--- config.mk ---
export PLATFORM = sky130hd
export DESIGN_NAME = run_counter
export DESIGN_NICKNAME = d
export VERILOG_FILES = /design/src/rtl/run_counter_pkg.sv /design/src/rtl/run_counter_core.sv /design/src/rtl/run_counter.sv
export SDC_FILE = /design/constraint.sdc
export NUM_CORES = 1
export LEC_CHECK = 0
export CORE_MARGIN = 1
export CORE_UTILIZATION = 50
export DETAILED_ROUTE_END_ITERATION = 12
export DONT_BUFFER_PORTS = 1
export HOLD_SLACK_MARGIN = 0.08
export MAX_ROUTING_LAYER = met4
export SLEW_MARGIN = 0
export SYNTH_ARGS = -nofsm -noshare
export SYNTH_HDL_FRONTEND = slang
export SYNTH_SLANG_ARGS = --single-unit
export TNS_END_PERCENT = 100
--- constraint.sdc ---
create_clock -name clock -period 5.3 [get_ports clock]
set_clock_uncertainty 0.15 [all_clocks]
set_input_delay 1.06 -clock clock [delete_from_list [all_inputs] [get_ports clock]]
set_output_delay 1.06 -clock clock [all_outputs]
set_load 0.05 [all_outputs]
--- src/rtl/run_counter_pkg.sv ---
// Shared constants for the run_counter slice: sequencer state codes,
// default sizing and a parameter legality helper.
package run_counter_pkg;

   localparam int     WIDTH_DEF    = 6;
   localparam longint TERMINAL_DEF = 32;

   // Sequencer state codes (kept numerically identical to the legacy defines)
   localparam logic [1:0] ST_IDLE = 2'd0;
   localparam logic [1:0] ST_RUN  = 2'd1;
   localparam logic [1:0] ST_DONE = 2'd2;

   // TERMINAL must lie in 1..2**WIDTH; evaluated in 64 bits so WIDTH=32 is safe
   function automatic bit terminal_ok(input int width, input longint term);
      return (term >= 1) && (term <= (longint'(1) << width));
   endfunction

endpackage

--- src/rtl/run_counter_core.sv ---
// Count register with clear/load/increment/decrement, wrap or saturate at
// the range ends, terminal flag and a one-edge wrap/saturation event.
module counter_core
   import run_counter_pkg::*;
#(
   parameter int WIDTH = WIDTH_DEF
) (
   input  logic             clock,
   input  logic             clr_n,
   input  logic             clr,
   input  logic             load,
   input  logic [WIDTH-1:0] load_val,
   input  logic             inc,
   input  logic             dec,
   input  logic             sat,
   input  logic             up_dn,
   output logic [WIDTH-1:0] count,
   output logic             tc,
   output logic             evt
);

   logic [WIDTH-1:0] nxt;
   logic             at_max;
   logic             at_min;

   assign at_max = (count == '1);
   assign at_min = (count == '0);
   assign tc     = up_dn ? at_max : at_min;

   // Next count: clear beats load beats stepping; ends of range wrap or hold
   always_comb begin
      nxt = count;
      evt = 1'b0;
      if (clr) begin
         nxt = '0;
      end else if (load) begin
         nxt = load_val;
      end else if (inc) begin
         evt = at_max;
         nxt = (at_max && sat) ? count : count + WIDTH'(1);
      end else if (dec) begin
         evt = at_min;
         nxt = (at_min && sat) ? count : count - WIDTH'(1);
      end
   end

   // Count register
   always_ff @(posedge clock or negedge clr_n) begin
      if (!clr_n) count <= '0;
      else        count <= nxt;
   end

endmodule

--- src/rtl/run_counter.sv ---
// Up/down counter with load and a start/busy/done run sequencer.  The
// sequencer decides which counter_core control is active on each edge;
// ovf registers the core's wrap/saturation event for one cycle.
module run_counter
   import run_counter_pkg::*;
#(
   parameter int     WIDTH    = WIDTH_DEF,
   parameter longint TERMINAL = TERMINAL_DEF
) (
   input  logic             clock,
   input  logic             clr_n,
   input  logic             en,
   input  logic             sync_clr,
   input  logic             load,
   input  logic [WIDTH-1:0] load_val,
   input  logic             up_dn,
   input  logic             sat,
   input  logic             start,
   output logic [WIDTH-1:0] count,
   output logic             busy,
   output logic             done,
   output logic             tc,
   output logic             ovf
);

   if (WIDTH < 2 || WIDTH > 32 || !terminal_ok(WIDTH, TERMINAL)) begin : g_param_err
      $error("run_counter: WIDTH must be 2..32 and TERMINAL 1..2**WIDTH");
   end

   // Last count value of a run; TERMINAL==2**WIDTH gives all-ones, so the
   // final step wraps through the core and raises ovf with done.
   localparam logic [WIDTH-1:0] LAST = WIDTH'(TERMINAL - 1);

   logic [1:0] state;
   logic [1:0] nstate;
   logic       c_clr;
   logic       c_load;
   logic       c_inc;
   logic       c_dec;
   logic       c_sat;
   logic       evt;

   counter_core #(.WIDTH(WIDTH)) u_core (
      .clock    (clock),
      .clr_n    (clr_n),
      .clr      (c_clr),
      .load     (c_load),
      .load_val (load_val),
      .inc      (c_inc),
      .dec      (c_dec),
      .sat      (c_sat),
      .up_dn    (up_dn),
      .count    (count),
      .tc       (tc),
      .evt      (evt)
   );

   // Sequencer next state and per-edge counter controls
   always_comb begin
      nstate = state;
      c_clr  = 1'b0;
      c_load = 1'b0;
      c_inc  = 1'b0;
      c_dec  = 1'b0;
      c_sat  = 1'b0;
      case (state)
         ST_IDLE: begin
            if (sync_clr) begin
               c_clr = 1'b1;
            end else if (start) begin
               c_clr  = 1'b1;
               nstate = ST_RUN;
            end else if (load) begin
               c_load = 1'b1;
            end else if (en) begin
               c_sat = sat;
               c_inc = up_dn;
               c_dec = !up_dn;
            end
         end
         ST_RUN: begin
            if (sync_clr) begin
               c_clr  = 1'b1;
               nstate = ST_IDLE;
            end else if (en) begin
               c_inc = 1'b1;
               if (count == LAST) nstate = ST_DONE;
            end
         end
         ST_DONE: begin
            c_clr  = sync_clr;
            nstate = ST_IDLE;
         end
         default: nstate = ST_IDLE;
      endcase
   end

   // State and overflow registers
   always_ff @(posedge clock or negedge clr_n) begin
      if (!clr_n) begin
         state <= ST_IDLE;
         ovf   <= 1'b0;
      end else begin
         state <= nstate;
         ovf   <= evt;
      end
   end

   assign busy = (state == ST_RUN);
   assign done = (state == ST_DONE);

endmodule

==> reports/qor.yml, run 1 <==
power.share.clock_pct: 7.8
core_mm2: 0.00151
cts-root-buf: "clkbuf_4"
p_sw_share_pct: 56.9
power_frac_comb_pct: 57.7
grt_first_pass_wirelength_um: 2640
pin_count: 24
worstPathArrival_ns: 2.35
syn_inst: 89
min_period_ns: 3.56
wirelength_um: 1630
synth_top_area_cell: "dfrtp_1"
rsz0062_at_grt: "no"
hold_class: "input port to async pin"
r2r_slack_ns: 1.85
n_antenna_cell: 0
crit_path_start_kind: "flip-flop"
internal_power_uw: 276
setup-violations-final: 0
cp_max_fo: 6
ctsResizeCount: 0
synth_top_area_share_pct: 28.1
track_usage_pct: 20.5
ir_worst_vdd_mv: 0.398
avgViaCountPerCell: 5.99
p_sw_uw: 364
timing.final.crit_share_pct: 67.1
power_density_mw_per_mm2: 757
ctsHtreeMaxLevel: 1
syn2layout_area_growth_pct: 5.30
fp.dieH_um: 42.1
clock_sinks: 9
synthTopCellsByArea: "dfrtp_1, ha_1, mux2i_1"
hold_ws_ns: 0.350
die_w_um: 42.1
setup_tns_ns: 0
post-cts-setup-buffer-count: 0
avgSynthCellArea_um2: 9.01
p_leak_uw: 0.000399
synth_fp_nets: 113
pwr-share-seq_pct: 34.6
clkSlewWorstSetupHoldPaths_ns: 0.06
status: "finished, final reports clean"
rows: 14
critPathKind: "flip-flop to output pin"
drt-pass1-iter-count: 4
first_global_vias: 618
num_vias: 647
drv_slew: 0
ys.warnings.count: 0
synth_seq_cells: 9
hold_buffers: 0
gp_congestion: 0.793
slew_headroom_pct: 25.3
drt-wirelength-per-cell_um: 15.1
max-cap-violations: 0
grt_max_degree: 12
drt_iter0_drc: 5
cts_made_buffers: 3
worst_pin_slew_ns: 1.11
fmax_mhz: 281
netlist_area_um2: 802
fillers: 142
ys_seq_area_share_pct: 28.1
yosysUniqueCellTypes: 32
synth-edff-count: 0
hold_violations: 0
antenna_found_initial: 0
antenna_left: 0
yosysMostFrequentCell: "nor2_1"
die_area_mm2: 0.00177
async_flop_share_pct: 100
grt.overflow.total: 0
drc_errors: 0
io_buffers: 0
required_ns: 4.09
synthTopCellsByCount: "nor2_1, dfrtp_1, ha_1"
insertion_delay_ns: 0.25
cts_max_path_buffers: 2
cts_tree: "built"
dpl.hpwl_um: 1340
fin_nets: 117
initial_utilization_pct: 53.2
worstSetupEndpointType: "output pin"
synth_ff_type: "dfrtp_1"
drive_gt1_share_pct: 6.52
==> layer usage <==
metal / global-route usage [%] / part of all wire [%]
met5: - / 0
met2: 33.4 / 48
met3: 7.76 / 7.1
met1: 25.4 / 45
met4: 1.88 / 0
==> power groups by stage <==
stage               Combinational [uW]  Clock [uW]  Sequential, uW
finish                             369        49.6             221
global route                       406        56.3             229
CTS                                370        52.5             222
detailed placement                 368           0             224
global placement                   368           0             224
floorplan                          314           0             209
==> area by class of cell <==
cell class / instances / area, um2 / area share [%]
inverter: 6 / 22.5 / 2.67
clock buffer: 4 / 26.3 / 3.11
tap: 16 / 20.0 / 2.37
multi-input combinational: 73 / 551 / 65.2
sequential: 9 / 225 / 26.7
==> cells in the final DEF (no fill, tap or decap), drive strengths merged, types with 2 or more instances in the layout <==
cell,instances
nor2,10
ha,9
dfrtp,9
inv,6
nand2,6
mux2i,5
a21oi,4
a211oi,4
clkbuf,4
nor2b,3
xnor2,3
and3,3
o21ai,2
nor4,2
a31oi,2
a21o,2
nand2b,2
o211ai,2
o22ai,2
xor2,2
==> logic make-up after synthesis <==
logic type	share of synthesized area, %
compound gates	20.3
xor+xnor	5.46
fa+ha+maj	16.5
buf+inv	3.28
flops	28.1
mux	6.24
simple gates	20.1
==> per-stage QoR <==
stage	power [uW]	cells	worst slack [ns]	util (%)	instance area (um2)
after floorplan	523	89	1.95	-	802
after global placement	592	104	1.72	54.3	818
after detailed placement	592	104	1.66	54.3	818
after CTS	645	108	1.72	56.1	845
after global routing	691	108	1.60	56.1	845
final	640	108	1.74	56.1	845
==> sequential cells by signal (all words and copies together) (netlist names) <==
name	flops
u_core.count	6
state	2
ovf	1
==> critical path, stage by stage, from the launching register on <==
cell	delay [ns]
dfrtp_1	0.77
nand3_1	0.19
nor2_1	0.18
nand2_1	0.09
mux2i_1	0.87
==> path summary, 6_finish.rpt <==
| path | to | start | cells past startpoint |
|---|---|---|---|
| worst max-delay path | tc | u_core.count[0]$_DFFE_PN0P_ | 4 |
| worst min-delay path | u_core.count[0]$_DFFE_PN0P_ | clr_n | 0 |
| worst max register to register | u_core.count[5]$_DFFE_PN0P_ | state[0]$_DFFE_PN0P_ | 9 |
| worst min register to register | state[0]$_DFFE_PN0P_ | state[0]$_DFFE_PN0P_ | 1 |
| max in group asynchronous | state[1]$_DFFE_PN0P_ | clr_n | 0 |
| min in group clock | state[0]$_DFFE_PN0P_ | state[0]$_DFFE_PN0P_ | 1 |
(Power assumes the default switching activity.)
==> inputs of run 2 (changes only) <==
Clock period 5.3 ns to 3.29 ns, I/O delays scaled along.
==> run 2 against run 1 <==
Sequential share of layout area shrank 0.99 points. Sequential power up 62%. Via count up 4.8%. First-iteration DRC count rose by 40%. Cell count rose by 3.7%. Largest power group unchanged. Total power rose by 65%.
==> reports/qor.yml, run 2 (synthesis gave the netlist of run 1 again) <==
timing.final.crit_share_pct: 85.9
ctsHtreeMaxLevel: 1
antenna_found_initial: 0
hold_violations: 0
min_from: "load_val[5]"
min_to: "u_core.count[5]$_DFFE_PN0P_"
ir_worst_vdd_mv: 0.549
cp_max_fo: 10
die_area_mm2: 0.00177
multiInputGateArea_um2: 551
holdPathStages: 2
insertion_delay_ns: 0.27
n_antenna_cell: 0
worstSetupEndpointType: "flip-flop"
drt-wirelength-per-cell_um: 14.7
final_cell_mix: "nor2_1, ha_1, dfrtp_1"
critPathKind: "flip-flop to flip-flop"
power_density_mw_per_mm2: 1200
r2r_cells: 12
clock_sinks: 9
hold_class: "input port to flip-flop"
gp_congestion: 0.755
dpl.hpwl_um: 1290
rows: 14
grt_first_pass_wirelength_um: 2990
wirelength_um: 1640
rsz0062_at_grt: "no"
drv_slew: 0
initial_utilization_pct: 53.2
status: "finished, final reports clean"
drive_gt1_share_pct: 9.38
final_common_cell: "nor2_1"
drt-pass1-iter-count: 2
max-cap-violations: 0
worstPathArrival_ns: 2.82
worst_pin_slew_ns: 0.668
num_vias: 678
slowest_delay_ns: 0.42
core_mm2: 0.00151
r2r-end: "u_core.count[5]$_DFFE_PN0P_"
path_buf_inv: 2
regArea_um2: 225
first_global_vias: 663
die_w_um: 42.1
r2r_slack_ns: 0.46
drt_iter0_drc: 7
min_period_ns: 2.83
fmax_mhz: 354
place_area_um2: 841
crit_chain: "inv_1 > ha_1 > nor4bb_1 > o21ai_0 > buf_4 > ha_1 > a21o_1 > o211ai_1 > and3_1 > o211ai_1 > xnor2_1 > o22ai_1"
cpMaxStageDelayCell: "dfrtp_1"
track_usage_pct: 23.2
cts-root-buf: "clkbuf_4"
crit_path_start_kind: "flip-flop"
post-cts-setup-buffer-count: 0
antenna_left: 0
setup_tns_ns: 0
r2r_start: "state[0]$_DFFE_PN0P_"
pin_count: 24
syn2layout_area_growth_pct: 9.36
slew_headroom_pct: 55.5
clkSlewWorstSetupHoldPaths_ns: 0.07
setup-violations-final: 0
largestRegisters: "u_core.count (6), state (2), ovf (1)"
final_cell_area_um2: 877
largest_reg_flops: 6
grt.overflow.total: 0
io_buffers: 0
drc_errors: 0
cts_max_path_buffers: 2
crit_family: "compound AO/OA/AOI/OAI gates"
grt_max_degree: 12
cts_tree: "built"
required_ns: 3.29
p_leak_uw: 0.000417
fin_nets: 121
fp.dieH_um: 42.1
cts_made_buffers: 3
top_register: "u_core.count"
avgViaCountPerCell: 6.05
fillers: 150
run 2: timing repair:
action | in CTS | in global routing
hold buffers | 1 | 0
gates resized for setup | 0 | 0
endpoints found under the setup margin | 0 | 0
hold endpoints to repair | 9 | 0
run 2: worst max path at each step:
stage,depth (start not counted),slack [ns],from,end
detailed placement,11,0.48,state[0]$_DFFE_PN0P_,u_core.count[4]$_DFFE_PN0P_
global placement,11,0.47,state[0]$_DFFE_PN0P_,u_core.count[4]$_DFFE_PN0P_
floorplan,9,0.20,state[0]$_DFFE_PN0P_,u_core.count[5]$_DFFE_PN0P_
CTS,11,0.44,state[0]$_DFFE_PN0P_,u_core.count[4]$_DFFE_PN0P_
global route,12,0.23,state[0]$_DFFE_PN0P_,u_core.count[5]$_DFFE_PN0P_
finish,12,0.46,state[0]$_DFFE_PN0P_,u_core.count[5]$_DFFE_PN0P_
run 2: metal layers:
| layer | vias to the layer above | global-route usage (%) | part of all wire [%] |
|---|---|---|---|
| li1 | 337 | - | - |
| met1 | 314 | 29.7 | 45 |
| met2 | 24 | 35.6 | 46 |
| met3 | 3 | 6.90 | 6.9 |
| met4 | 0 | 7.50 | 1.8 |
| met5 | - | - | 0 |
run 2: power breakdown:
| part | internal (uW) | total (uW) | leakage (uW) | switching, uW |
|---|---|---|---|---|
| Sequential | 154 | 358 | 0.000121 | 204 |
| Clock | 46.9 | 89.6 | 0.0000150 | 42.6 |
| Combinational | 264 | 607 | 0.000281 | 343 |
run 2: final cells by class:
type	count	share of cell area, %
inverter	6	2.57
tap	16	2.28
multi-input combinational	73	62.8
sequential	9	25.7
clock buffer	4	3.00
timing repair buffer	4	3.71
run 2: metrics by stage:
stage                     setup WS (ns)  hold slack [ns]  power [uW]  utilization [%]  std cells
after floorplan                   0.203            0.212         843                -         89
after global placement            0.469            0.213         973             55.8        107
after detailed placement          0.478            0.213         967             55.8        107
after CTS                         0.438            0.384        1060             58.2        112
after global routing              0.226            0.372        1160             58.2        112
final                             0.465            0.383        1050             58.2        112
